## src/rtl/bp_perceptron_trainer_if.sv

```systemverilog
// ---------------------------------------------------------------------------
// bp_perceptron_trainer_if
// Bundles the fetch-side snapshot push, the execute-side resolve, the flush
// and the predictor update/write-back outputs of bp_perceptron_trainer.
//
//   master modport : fetch/execute side (drives fetch_*, resolve_*, flush)
//   slave  modport : the trainer (drives full, update_*, err_flags)
//
// Signals:
//   fetch_valid/pc/ghr/weights/sum/pred_dir : prediction snapshot push
//   resolve_valid/pc4/dir                   : oldest branch resolved
//   flush                                   : discard in-flight snapshots
//   full                                    : snapshot FIFO full
//   update_valid/pc4/dir/miss/data          : trained row for write-back
//   err_flags                               : sticky {pc_mismatch, underflow, overflow}
// ---------------------------------------------------------------------------
interface bp_perceptron_trainer_if #(
    parameter int GHR_W = 12
);
    logic             fetch_valid;
    logic [31:0]      fetch_pc;
    logic [GHR_W-1:0] fetch_ghr;
    logic [95:0]      fetch_weights;
    logic [7:0]       fetch_sum;
    logic             fetch_pred_dir;
    logic             resolve_valid;
    logic [31:0]      resolve_pc4;
    logic             resolve_dir;
    logic             flush;
    logic             full;
    logic             update_valid;
    logic [31:0]      update_pc4;
    logic             update_dir;
    logic             update_miss;
    logic [95:0]      update_data;
    logic [2:0]       err_flags;

    modport master (
        output fetch_valid, fetch_pc, fetch_ghr, fetch_weights, fetch_sum, fetch_pred_dir,
        output resolve_valid, resolve_pc4, resolve_dir, flush,
        input  full, update_valid, update_pc4, update_dir, update_miss, update_data, err_flags
    );

    modport slave (
        input  fetch_valid, fetch_pc, fetch_ghr, fetch_weights, fetch_sum, fetch_pred_dir,
        input  resolve_valid, resolve_pc4, resolve_dir, flush,
        output full, update_valid, update_pc4, update_dir, update_miss, update_data, err_flags
    );
endinterface

```

## src/rtl/bp_perceptron_trainer.sv

```systemverilog
// ---------------------------------------------------------------------------
// bp_perceptron_trainer
// Holds an in-order FIFO of prediction snapshots taken at fetch. When execute
// resolves the oldest branch, the head snapshot is popped, checked against
// the resolved PC+4, and (on a misprediction) its weight row is trained by
// +/-1 per weight with 8-bit saturation. The resulting row is presented one
// cycle later on the update outputs for write-back to the HOB/LOB tables.
//
// Ports:
//   clk   : clock
//   reset : synchronous, active-high reset
//   bus   : bp_perceptron_trainer_if.slave (fetch, resolve, flush, update, errors)
//
// Weight packing: w_i = {row[60+3i+2:60+3i], row[5i+4:5i]} (hob in [95:60],
// lob in [59:0]), 8-bit two's complement.
//
// Optional feature: define BP_TRAINER_THRESH_EN to also train when the
// snapshot's |sum| <= THETA (low-confidence correct predictions).
// ---------------------------------------------------------------------------
module bp_perceptron_trainer #(
    parameter int DEPTH = 4,
    parameter int GHR_W = 12,
    parameter int THETA = 37
) (
    input  logic clk,
    input  logic reset,
    bp_perceptron_trainer_if.slave bus
);
    localparam int PTR_W = $clog2(DEPTH);
    localparam int CNT_W = PTR_W + 1;
    localparam int NUM_W = 12;

    // Snapshot storage
    logic [31:0]      r_pc_mem  [DEPTH];
    logic [GHR_W-1:0] r_ghr_mem [DEPTH];
    logic [95:0]      r_w_mem   [DEPTH];
    logic [7:0]       r_sum_mem [DEPTH];
    logic             r_dir_mem [DEPTH];

    logic [PTR_W-1:0] r_wr_ptr;
    logic [PTR_W-1:0] r_rd_ptr;
    logic [CNT_W-1:0] r_count;
    logic [CNT_W-1:0] w_count_next;

    logic             r_upd_valid;
    logic [31:0]      r_upd_pc4;
    logic             r_upd_dir;
    logic             r_upd_miss;
    logic [95:0]      r_upd_data;
    logic [2:0]       r_err;

    logic             w_full;
    logic             w_empty;
    logic             w_push;
    logic             w_pop;
    logic             w_ovf;
    logic             w_unf;
    logic             w_pc_ok;
    logic             w_pc_err;
    logic             w_upd;

    logic [31:0]      w_head_pc;
    logic [GHR_W-1:0] w_head_ghr;
    logic [95:0]      w_head_w;
    logic [7:0]       w_head_sum;
    logic             w_head_dir;

    logic             w_miss;
    logic             w_thresh;
    logic             w_train;
    logic [8:0]       w_sum_ext;
    logic [8:0]       w_abs9;
    logic [95:0]      w_trained;
    logic [95:0]      w_new_row;

    assign w_full  = (r_count == CNT_W'(DEPTH));
    assign w_empty = (r_count == '0);

    // Full is judged on the occupancy before any same-cycle pop.
    assign w_push   = bus.fetch_valid && !w_full && !bus.flush;
    assign w_ovf    = bus.fetch_valid &&  w_full && !bus.flush;
    assign w_pop    = bus.resolve_valid && !w_empty;
    assign w_unf    = bus.resolve_valid &&  w_empty;

    assign w_head_pc  = r_pc_mem[r_rd_ptr];
    assign w_head_ghr = r_ghr_mem[r_rd_ptr];
    assign w_head_w   = r_w_mem[r_rd_ptr];
    assign w_head_sum = r_sum_mem[r_rd_ptr];
    assign w_head_dir = r_dir_mem[r_rd_ptr];

    assign w_pc_ok  = ((w_head_pc + 32'd4) == bus.resolve_pc4);
    assign w_pc_err = w_pop && !w_pc_ok;
    assign w_upd    = w_pop &&  w_pc_ok;

    // |sum| in 9 bits so that -128 maps to +128 rather than wrapping.
    assign w_sum_ext = {w_head_sum[7], w_head_sum};
    assign w_abs9    = w_sum_ext[8] ? (9'd0 - w_sum_ext) : w_sum_ext;
    assign w_thresh  = (w_abs9 <= 9'(THETA));
    assign w_miss    = w_head_dir ^ bus.resolve_dir;

`ifdef BP_TRAINER_THRESH_EN
    assign w_train = w_miss | w_thresh;
`else
    // Threshold term stays elaborated but is masked: miss-only training.
    assign w_train = w_miss | (w_thresh & 1'b0);
`endif

    // Per-weight saturating +/-1 update; t*x_i = +1 exactly when dir == ghr[i].
    genvar gi;
    generate
        for (gi = 0; gi < NUM_W; gi++) begin : g_weight
            logic [7:0] w_old;
            logic [8:0] w_sum9;
            logic [7:0] w_new;
            assign w_old = {w_head_w[60+3*gi +: 3], w_head_w[5*gi +: 5]};
            if (gi < GHR_W) begin : g_hist
                assign w_sum9 = {w_old[7], w_old} +
                                ((bus.resolve_dir == w_head_ghr[gi]) ? 9'h001 : 9'h1FF);
            end else begin : g_nohist
                assign w_sum9 = {w_old[7], w_old};
            end
            // Sign bits disagree only when the 9-bit result left the 8-bit range.
            assign w_new = (w_sum9[8] != w_sum9[7]) ? (w_sum9[8] ? 8'h80 : 8'h7F) : w_sum9[7:0];
            assign w_trained[60+3*gi +: 3] = w_new[7:5];
            assign w_trained[5*gi +: 5]    = w_new[4:0];
        end
    endgenerate

    assign w_new_row = w_train ? w_trained : w_head_w;

    always_comb begin
        w_count_next = r_count;
        if (bus.flush) begin
            w_count_next = '0;
        end else if (w_push && !w_pop) begin
            w_count_next = r_count + CNT_W'(1);
        end else if (!w_push && w_pop) begin
            w_count_next = r_count - CNT_W'(1);
        end
    end

    always_ff @(posedge clk) begin
        if (w_push) begin
            r_pc_mem[r_wr_ptr]  <= bus.fetch_pc;
            r_ghr_mem[r_wr_ptr] <= bus.fetch_ghr;
            r_w_mem[r_wr_ptr]   <= bus.fetch_weights;
            r_sum_mem[r_wr_ptr] <= bus.fetch_sum;
            r_dir_mem[r_wr_ptr] <= bus.fetch_pred_dir;
        end
    end

    always_ff @(posedge clk) begin
        if (reset) begin
            r_wr_ptr    <= '0;
            r_rd_ptr    <= '0;
            r_count     <= '0;
            r_upd_valid <= 1'b0;
            r_upd_pc4   <= '0;
            r_upd_dir   <= 1'b0;
            r_upd_miss  <= 1'b0;
            r_upd_data  <= '0;
            r_err       <= '0;
        end else begin
            // A same-cycle resolve has already been captured below; flush
            // then clears whatever is left.
            if (bus.flush) begin
                r_wr_ptr <= '0;
                r_rd_ptr <= '0;
            end else begin
                if (w_push) r_wr_ptr <= r_wr_ptr + PTR_W'(1);
                if (w_pop)  r_rd_ptr <= r_rd_ptr + PTR_W'(1);
            end
            r_count     <= w_count_next;
            r_upd_valid <= w_upd;
            if (w_upd) begin
                r_upd_pc4  <= bus.resolve_pc4;
                r_upd_dir  <= bus.resolve_dir;
                r_upd_miss <= w_miss;
                r_upd_data <= w_new_row;
            end
            r_err <= r_err | {w_pc_err, w_unf, w_ovf};
        end
    end

    assign bus.full         = w_full;
    assign bus.update_valid = r_upd_valid;
    assign bus.update_pc4   = r_upd_pc4;
    assign bus.update_dir   = r_upd_dir;
    assign bus.update_miss  = r_upd_miss;
    assign bus.update_data  = r_upd_data;
    assign bus.err_flags    = r_err;
endmodule

```

## src/flat_wrapper.sv

```systemverilog
// flat-port wrapper written by rule: the top's interface ports become plain ports
module bp_perceptron_trainer_flat 
#(
    parameter int DEPTH = 4,
    parameter int GHR_W = 12,
    parameter int THETA = 37
)
  (clk, reset, bus_fetch_valid, bus_fetch_pc, bus_fetch_ghr, bus_fetch_weights, bus_fetch_sum, bus_fetch_pred_dir, bus_resolve_valid, bus_resolve_pc4, bus_resolve_dir, bus_flush, bus_full, bus_update_valid, bus_update_pc4, bus_update_dir, bus_update_miss, bus_update_data, bus_err_flags);
  bp_perceptron_trainer_if #(.GHR_W(GHR_W)) bus_i ();
  input  logic clk;
  input  logic reset;
  input wire logic [$bits(bus_i.fetch_valid)-1:0] bus_fetch_valid;
  input wire logic [$bits(bus_i.fetch_pc)-1:0] bus_fetch_pc;
  input wire logic [$bits(bus_i.fetch_ghr)-1:0] bus_fetch_ghr;
  input wire logic [$bits(bus_i.fetch_weights)-1:0] bus_fetch_weights;
  input wire logic [$bits(bus_i.fetch_sum)-1:0] bus_fetch_sum;
  input wire logic [$bits(bus_i.fetch_pred_dir)-1:0] bus_fetch_pred_dir;
  input wire logic [$bits(bus_i.resolve_valid)-1:0] bus_resolve_valid;
  input wire logic [$bits(bus_i.resolve_pc4)-1:0] bus_resolve_pc4;
  input wire logic [$bits(bus_i.resolve_dir)-1:0] bus_resolve_dir;
  input wire logic [$bits(bus_i.flush)-1:0] bus_flush;
  output wire logic [$bits(bus_i.full)-1:0] bus_full;
  output wire logic [$bits(bus_i.update_valid)-1:0] bus_update_valid;
  output wire logic [$bits(bus_i.update_pc4)-1:0] bus_update_pc4;
  output wire logic [$bits(bus_i.update_dir)-1:0] bus_update_dir;
  output wire logic [$bits(bus_i.update_miss)-1:0] bus_update_miss;
  output wire logic [$bits(bus_i.update_data)-1:0] bus_update_data;
  output wire logic [$bits(bus_i.err_flags)-1:0] bus_err_flags;
  assign bus_i.fetch_valid = bus_fetch_valid;
  assign bus_i.fetch_pc = bus_fetch_pc;
  assign bus_i.fetch_ghr = bus_fetch_ghr;
  assign bus_i.fetch_weights = bus_fetch_weights;
  assign bus_i.fetch_sum = bus_fetch_sum;
  assign bus_i.fetch_pred_dir = bus_fetch_pred_dir;
  assign bus_i.resolve_valid = bus_resolve_valid;
  assign bus_i.resolve_pc4 = bus_resolve_pc4;
  assign bus_i.resolve_dir = bus_resolve_dir;
  assign bus_i.flush = bus_flush;
  assign bus_full = bus_i.full;
  assign bus_update_valid = bus_i.update_valid;
  assign bus_update_pc4 = bus_i.update_pc4;
  assign bus_update_dir = bus_i.update_dir;
  assign bus_update_miss = bus_i.update_miss;
  assign bus_update_data = bus_i.update_data;
  assign bus_err_flags = bus_i.err_flags;
  bp_perceptron_trainer #(.DEPTH(DEPTH), .GHR_W(GHR_W), .THETA(THETA)) u_core (.clk(clk), .reset(reset), .bus(bus_i));
endmodule
```

## config.mk

```make
export PLATFORM = sky130hd
export DESIGN_NAME = bp_perceptron_trainer_flat
export DESIGN_NICKNAME = d
export VERILOG_FILES = /design/src/rtl/bp_perceptron_trainer_if.sv /design/src/rtl/bp_perceptron_trainer.sv /design/src/flat_wrapper.sv
export SDC_FILE = /design/constraint.sdc
export NUM_CORES = 1
export LEC_CHECK = 0
export BUFFER_PORTS_ARGS = -buffer_cell sky130_fd_sc_hd__buf_2
export CAP_MARGIN = 20
export CORE_ASPECT_RATIO = 0.75
export CORE_UTILIZATION = 40
export CTS_CLUSTER_SIZE = 28
export DETAILED_ROUTE_END_ITERATION = 6
export PLACE_DENSITY = 0.68
export SLEW_MARGIN = 40
export SYNTH_ARGS = -nofsm -noshare
export SYNTH_HDL_FRONTEND = slang
export SYNTH_SLANG_ARGS = --single-unit
```

## constraint.sdc

```tcl
create_clock -name clk -period 7.7 [get_ports clk]
set_input_delay 0.77 -clock clk [delete_from_list [all_inputs] [get_ports clk]]
set_output_delay 0.77 -clock clk [all_outputs]
set_load 0.005 [all_outputs]
```

After elaboration in Yosys (flattened, before gate mapping):

Memory sizes are Yosys's and may differ from the RTL's. A register that Yosys moved wholly into a read port is not among the register bits.
Index checks and enable logic that the tools add are counted.

* flip-flop bits (word level): 141
* bits in writable memories: 564
* bits of input ports: 187
* output and inout bits: 135
* word-level logic and storage cells: 126
* memories: 4

Memory list
* u_core.r_w_mem: depth 4, width 96, read ports 1, clocked after Yosys merged registers in 1, write ports 1, line bp_perceptron_trainer.sv:36 `logic [95:0] r_w_mem [DEPTH];`
* u_core.r_pc_mem: depth 4, width 32, read ports 1, clocked after Yosys merged registers in 1, write ports 1, line bp_perceptron_trainer.sv:34 `logic [31:0] r_pc_mem [DEPTH];`
* u_core.r_ghr_mem: depth 4, width 12, read ports 1, clocked after Yosys merged registers in 1, write ports 1, line bp_perceptron_trainer.sv:35 `logic [GHR_W-1:0] r_ghr_mem [DEPTH];`
* u_core.r_dir_mem: depth 4, width 1, read ports 1, clocked after Yosys merged registers in 1, write ports 1, line bp_perceptron_trainer.sv:38 `logic r_dir_mem [DEPTH];`

* add/subtract/negate cells: 17
* equal/unequal tests: 26
* multiplexer cells: 49
* bitwise logic cells: 2
* reduce and logical (&&, ||, !) cells: 19

Operator list (count)
* 8-bit 2-to-1 mux: 24
* 9-bit adder: 12
* 9-bit 2-to-1 mux: 12
* 96-bit 2-to-1 mux: 1
* 32-bit by 3-bit adder with 32-bit output (second input constant): 1
* 32-bit equality test: 1
* 2-bit 2-to-1 mux: 8
* 1-bit equality test: 12
* 1-bit inequality test: 12
* 1-bit logical AND: 10
* 1-bit zero test: 6
* 3-bit 2-to-1 mux: 2
* 2-bit by 1-bit adder with 2-bit output (second input constant): 2
* 3-bit by 1-bit adder with 3-bit output (second input constant): 1
* 3-bit equality test (second input constant): 1
* 3-bit zero test: 1
* 3-bit bitwise OR: 1
* 3-bit by 1-bit subtractor with 3-bit output (second input constant): 1
* 1-bit 2-to-1 mux: 2
* 2-bit nonzero test: 1
* 2-bit OR reduction: 1
* 1-bit bitwise XOR: 1

Depth between registers and ports, before layout:

Gate-level depths: netlist of the first run.

* depth after elaboration: 8
* depth in mapped cells: 24
* gate-level depth less buffers: 16

Worst setup path before layout of the first run:

OpenSTA, ideal clock, no wires.

* kind: flip-flop to flip-flop
* start point: register with a tool-made name
* end point: register u_core.r_upd_data[60] (netlist: u_core.bus.update_data[60])
* setup time: 70 ps
* arrival: 6447 ps
* data required time: 7630 ps
* slack: 1182 ps
* stages on the path, launching flop included: 25
* path buffers: 9
* period minus slack after synthesis: 6518 ps
* cell sequence: dfxtp_1 buf_6 buf_8 buf_6 buf_2 clkbuf_1 buf_2 buf_2 buf_1 mux4_2 xor2_1 ha_1 a21o_1 a21oi_1 o21bai_1 a21oi_1 o21bai_1 a21oi_1 xor2_1 ha_1 buf_1 nand3b_1 a21boi_0 a2111o_1 a21oi_1

RTL lines
* end signal: assignment: line bp_perceptron_trainer.sv:179 `r_upd_data <= w_new_row;`
* end: declaration: line bp_perceptron_trainer.sv:49 `logic [95:0] r_upd_data;`

==> metrics, run 1 <==
status=complete, no violations; drt first pass iters=6; Seq cells post-synth=707; DIE HEIGHT=248 µm; WL per Instance=24.6 µm; HPWL Detailed=61,700 µm; most common cell after layout, fill and taps aside=edfxtp_1; clock slew at reported path FFs=0.06 ns; Max Clk Rate=0.178 GHz; max layer used=met5; CTS tree=built; Buf/Inv on CP=2; Ys Warns=0; Final nets=2,882; Post-synth ARST share=0; Horiz. Die Dim=330 µm; drt total wl=90,600 µm; Via density=5.80; CTS H-tree depth=3; final slew viol count=0; initial core utilization=0.407; Post-Syn Area per Cell=14.1 µm²; Crit. End Element=register; Tot GR Track Use=0.219; fin crit share=0.730; DR iter-0 viols=2,062; peak fanout along the critical path=23; buffer levels on the longest clock path=3; Final Hold Viols=0; metal1 wirelength=38,000 µm; critical path's slowest cell=xor2_1; port bufs=313; post-synthesis compound-gate area fraction=0.107; clk_skew=0.0380 ns; Main synth FF type=edfxtp_1; worst hold path class=in2reg; Largest delay share family, worst path=compound AO/OA/AOI/OAI gates; simple-gate area share of the yosys netlist=0.0640; vias in the first global route=21,000; unrepaired setup endpoints after global routing=false; fraction of layout cells with a size suffix above 1=0.239; Pwr Density=243 mW/mm²; core area=0.0792 mm²; first-pass GRT wire length=133,000 µm; DRT antenna net count=0; worst slew pin tran=0.870 ns; antenna violations before repair=36; Largest stage delay, worst path=0.65 ns; relative slew slack=0.420; Num CTS Buffers=74; LEAKAGE=0.0130 µW; largest family of logic cells by synthesized area=compound AO/OA/AOI/OAI gates; Synth Instances=2,290; final hold slack=0.362 ns; vias=21,400; area grow syn2layout=15.9%; EDFF count, synth=564; CTS resizes=0; Post-Syn Area=0.0322 mm²; Rows=89; Distinct cells, synth=69; hold bufs inserted after CTS=0; cell repeated most along the worst path=a21oi_1; # DRC=0; Synth Area in Adders=0.0516; die area=0.0817 mm²; clock latency on the worst-skew pair=0.62 ns; met3 wire len=8740 µm; WP data arrival=6.16 ns; Mapped Nets=2,602; post-CTS setup buffers=0; Worst EP required=8.24 ns; DR WL met2=41,100 µm; I/O pin count=322; Setup CP Type=reg2reg; CTS Root Cell=clkbuf_16; RD Place Congestion=0.919; multiplexer share of the synthesized area=0.100; grt ovf=0; post-synthesis xor/xnor area fraction=0.0348; # setup viols final=0; Sink Count=707; Sum Neg Setup Slack=0 ns; CP Cell Sequence=buf_12, buf_4, mux4_2, xor2_1, ha_1, a21o_1, a21oi_1, o21bai_1, a21oi_1, o21bai_1, a21oi_1, xor2_1, ha_1, nand3b_1, a31oi_1, nand4_1, a21oi_1; largest net degree at the start of global routing=120; Startpoint Class=register; most frequent cells in the layout=edfxtp_1, buf_2, a21oi_1; Max Cap Viol=0; Max VDD drop=0.185 mV; register area share after synthesis=0.614; fin crit period=5.62 ns
-- state kept, by name (all words and copies together), names as in the netlist, named ones only --
signal / flops
u_core.bus.update_miss: 1
u_core.r_w_mem: 384
u_core.r_pc_mem: 128
u_core.r_count: 3
u_core.bus.update_valid: 1
u_core.bus.update_pc4: 32
u_core.r_dir_mem: 4
u_core.bus.update_data: 96
u_core.bus.err_flags: 3
u_core.r_ghr_mem: 48
u_core.r_rd_ptr: 2
u_core.r_wr_ptr: 2
u_core.bus.update_dir: 1
-- through the flow --
step           cell area [µm²]  worst slack [ns]  cells  utilization  power, µW
2_1_floorplan            32200              1.18   2290            -       5300
3_3_place_gp             34800              2.00   3533        0.440       5640
3_5_place_dp             35000              1.78   3539        0.442       5710
4_1_cts                  37300              1.77   3673        0.471       9120
5_1_grt                  37300              1.64   3679        0.472       9420
6_report                 37300              2.08   3685        0.472       9080
-- path summary, 6_finish.rpt --
kind,start,end,slack [ns],depth (start not counted)
worst max-delay path,register,u_core.bus.update_data[43]$_SDFFE_PP0P_,2.08,17
worst min-delay path,bus_fetch_weights[56],u_core.r_w_mem[2][56]$_DFFE_PP_,0.36,1
worst max register to register,register,u_core.bus.update_data[43]$_SDFFE_PP0P_,2.08,17
worst min register to register,u_core.bus.update_data[14]$_SDFFE_PP0P_,u_core.bus.update_data[14]$_SDFFE_PP0P_,0.47,2
-- layer usage --
layer,global-route usage,vias to the layer above
li1,-,9527
met1,0.303,10700
met2,0.334,866
met3,0.0629,193
met4,0.0671,28
met5,0,-
-- cells in the mapped netlist, drive strengths merged, types with 13 or more instances --
cell    number  area share
buf         54      0.0094
o21bai      35      0.0082
fa          13      0.0081
a21oi      207       0.032
ha         112       0.043
nand4      104       0.021
a21boi      13      0.0030
nand2b      15      0.0029
clkbuf      94       0.011
o211ai      13      0.0030
dfxtp      143       0.089
xnor2       88       0.024
a31oi       73       0.014
nor2        87       0.010
inv         67      0.0078
xor2        40       0.011
o21ai      126       0.020
nand2      108       0.013
nand3b      13      0.0030
nor3        13      0.0022
a21o        26      0.0061
mux4       141       0.099
a211oi      40      0.0093
edfxtp     564        0.53
-- power breakdown --
part           total [µW]  switching (µW)  internal (µW)
clock                3420            1470           1950
sequential           4190            14.7           4180
combinational        1460             905            558
-- area by class of cell --
cell class	instances	area, µm²
diodes	11	27.5
clock buffers	101	2070
clock inverters	33	238
fillers	6780	41800
inverters	67	251
multi-input cells	1368	11600
flip-flops and latches	707	19800
well taps	1046	1310
repair buffers	352	2020
-- cell families (layout without fill, tap and decap cells) --
family          count (synthesis)  after routing
buf+inv                       215            553
fa+ha+maj                     125            125
mux                           146            146
other cells                     0             11
xor+xnor                      128            128
simple gates                  397            397
flops                         707            707
compound gates                572            572
-- worst reg2reg max path, cell delays in order (launching register included) --
cell,delay [ns]
dfxtp_4,0.53
buf_12,0.27
buf_4,0.40
mux4_2,0.55
xor2_1,0.65
ha_1,0.37
a21o_1,0.16
a21oi_1,0.22
o21bai_1,0.11
a21oi_1,0.23
o21bai_1,0.11
a21oi_1,0.24
xor2_1,0.25
ha_1,0.38
nand3b_1,0.32
a31oi_1,0.41
nand4_1,0.15
a21oi_1,0.19
(Power assumes the default switching activity.)
==> run 2: changes to the inputs <==
PLACE_DENSITY = 0.7   (was 0.68)
clock period = 4.86 ns   (was 7.7 ns; I/O delays follow)
==> run 2 against run 1 <==
Utilization grew 1.3 points. Clock power grew 74%. Critical path depth shrank 2. First-iteration DRC count grew 0.82%. Via count grew 0.24%. Critical path type unchanged. Total power grew 65%. Highest routed layer unchanged.
==> metrics, run 2 (synthesis gave the netlist of run 1 again) <==
antenna violations before repair=28 (was 36); CP Cell Sequence=buf_12, buf_4, mux4_2, fa_1, a21o_1, a21oi_1, o21bai_1, a21oi_1, o211ai_1, nand2_1, ha_1, nand3b_1, a21boi_0, a2111o_1, a21oi_1 (was buf_12, buf_4, mux4_2, xor2_1, ha_1, a21o_1, a21oi_1, o21bai_1, a21oi_1, o21bai_1, a21oi_1, xor2_1, ha_1, nand3b_1, a31oi_1, nand4_1, a21oi_1); # setup viols final=0 (unchanged); Max Clk Rate=0.217 GHz (was 0.178 GHz); sequential share of power=0.443 (was 0.462); drt total wl=88,400 µm (was 90,600 µm); Setup CP Type=reg2reg (unchanged); CTS tree=built (unchanged); Max VDD drop=0.232 mV (was 0.185 mV); Largest delay share family, worst path=compound AO/OA/AOI/OAI gates (unchanged); fin crit period=4.61 ns (was 5.62 ns); Sw Share=0.259 (was 0.263); Pwr Density=391 mW/mm² (was 243 mW/mm²); critical path's slowest cell=dfxtp_4 (was xor2_1); Switch Pwr=3890 µW (was 2390 µW); DIE HEIGHT=248 µm (unchanged); LEAKAGE=0.0135 µW (was 0.0130 µW); Internal Power=11,100 µW (was 6690 µW); Via density=5.73 (was 5.80); Worst EP required=5.40 ns (was 8.24 ns); clk_skew=0.0383 ns (was 0.0380 ns); combinational share of power=0.161 (about the same); non-filler cells in the finished layout=3,738 (was 3,685); vias in the first global route=21,000 (about the same); PnR Total Power=15,000 µW (was 9080 µW); most common cell after layout, fill and taps aside=edfxtp_1 (unchanged); first-pass GRT wire length=130,000 µm (was 133,000 µm); fraction of layout cells with a size suffix above 1=0.267 (was 0.239); Final Hold Viols=0 (unchanged); peak fanout along the critical path=43 (was 23); I/O pin count=322 (unchanged); Sink Count=707 (unchanged); Startpoint Class=register (unchanged); Final nets=2,926 (was 2,882); vias=21,400 (about the same); RD Place Congestion=0.897 (was 0.919); CTS Root Cell=clkbuf_16 (unchanged); grt ovf=0 (unchanged); clock slew at reported path FFs=0.06 ns (about the same); DRT antenna net count=0 (unchanged); cell repeated most along the worst path=a21oi_1 (unchanged); Max Cap Viol=0 (unchanged); port bufs=313 (unchanged); Num CTS Buffers=76 (was 74); area grow syn2layout=19.0% (was 15.9%); die area=0.0817 mm² (unchanged); Buf/Inv on CP=2 (unchanged); CTS H-tree depth=3 (unchanged); Largest register FFs=384 (unchanged); Reg with most FFs=u_core.r_w_mem (unchanged); Tot GR Track Use=0.213 (was 0.219); Largest stage delay, worst path=0.54 ns (was 0.65 ns); core area=0.0792 mm² (unchanged); status=complete, no violations (unchanged); WL per Instance=23.7 µm (was 24.6 µm); final core occ=0.484 (was 0.472); Rows=89 (unchanged); placed insts=3,576 (was 3,539); Crit. End Element=register (unchanged); final hold slack=0.0780 ns (was 0.362 ns); Clock power frac=0.396 (was 0.377); buffer levels on the longest clock path=3 (unchanged); # DRC=0 (unchanged); relative slew slack=0.435 (was 0.420); fin crit share=0.949 (was 0.730); HPWL Detailed=60,700 µm (was 61,700 µm); drt first pass iters=6 (unchanged); Worst R2R Setup Slack=0.25 ns (was 2.08 ns); worst slew pin tran=0.841 ns (was 0.870 ns); DR iter-0 viols=2,079 (was 2,062); initial core utilization=0.407 (unchanged); WP data arrival=5.15 ns (was 6.16 ns); worst hold path class=in2reg (unchanged); unrepaired setup endpoints after global routing=false (unchanged); largest net degree at the start of global routing=86 (was 120); most frequent cells in the layout=edfxtp_1, buf_2, a21oi_1 (unchanged); final slew viol count=0 (unchanged); Horiz. Die Dim=330 µm (unchanged); clock latency on the worst-skew pair=0.63 ns (was 0.62 ns)
run 2: changes by cell type in the layout (fill, tap and decap cells not counted), moves of 5 or more:
cell	previous run	this run
a21oi_1	207	187
a21oi_2	0	20
buf_12	7	24
buf_4	25	58
bufinv_16	2	8
clkbuf_1	19	13
inv_6	2	7
xor2_1	35	28
xor2_4	1	12
run 2: repair_timing:
item                       CTS  global route
setup buffers                0             6
setup endpoints to repair    0             7
hold buffers                 0             0
resized for setup            0             1
run 2: metrics by stage:
step / setup slack, ns / TNS (ns) / instance area (µm²)
2_1_floorplan: -0.0134 / -0.0134 / 32700
3_3_place_gp: 0.336 / 0 / 35700
3_5_place_dp: 0.224 / 0 / 35700
4_1_cts: 0.202 / 0 / 38300
5_1_grt: 0.0432 / 0 / 38300
6_report: 0.249 / 0 / 38400
run 2: worst register-to-register path: stages (launching register included):
cell      delay, ns
dfxtp_4        0.54
buf_12         0.33
buf_4          0.30
mux4_2         0.42
fa_1           0.49
a21o_1         0.17
a21oi_1        0.26
o21bai_1       0.13
a21oi_1        0.31
o211ai_1       0.17
nand2_1        0.12
ha_1           0.25
nand3b_1       0.28
a21boi_0       0.20
a2111o_1       0.43
a21oi_1        0.14
run 2: layer usage:
layer | wire, µm | vias to the layer above | GRT usage
met3 | 7590 | 162 | 0.0547
met5 | 134 | - | 0
met2 | 40600 | 790 | 0.330
li1 | - | 9635 | -
met4 | 2500 | 22 | 0.0644
met1 | 37600 | 10800 | 0.294
run 2: final timing paths:
path	from	endpoint	cells past startpoint
setup reg to reg	register	u_core.bus.update_data[75]$_SDFFE_PP0P_	15
hold reg to reg	u_core.bus.update_data[13]$_SDFFE_PP0P_	u_core.bus.update_data[13]$_SDFFE_PP0P_	2
setup / recovery	register	u_core.bus.update_data[75]$_SDFFE_PP0P_	15
hold / removal	bus_fetch_weights[47]	u_core.r_w_mem[1][47]$_DFFE_PP_	1
run 2: area by class of cell:
| type | count | area [µm²] |
|---|---|---|
| Clock buffer | 97 | 2090 |
| Sequential cell | 707 | 19800 |
| Antenna cell | 14 | 35.0 |
| Fill cell | 6716 | 40800 |
| Tap cell | 1046 | 1310 |
| Clock inverter | 45 | 494 |
| Timing Repair Buffer | 394 | 2480 |
| Multi-Input combinational cell | 1368 | 11900 |
| Inverter | 67 | 251 |
run 2: power groups by stage:
| stage | clock network, µW | logic, µW | registers [µW] |
|---|---|---|---|
| 6_report | 5940 | 2420 | 6640 |
| 5_1_grt | 6280 | 2650 | 6640 |
| 4_1_cts | 6060 | 2380 | 6640 |
| 3_5_place_dp | 0 | 2350 | 6770 |
| 3_3_place_gp | 0 | 2260 | 6760 |
| 2_1_floorplan | 0 | 1700 | 6770 |
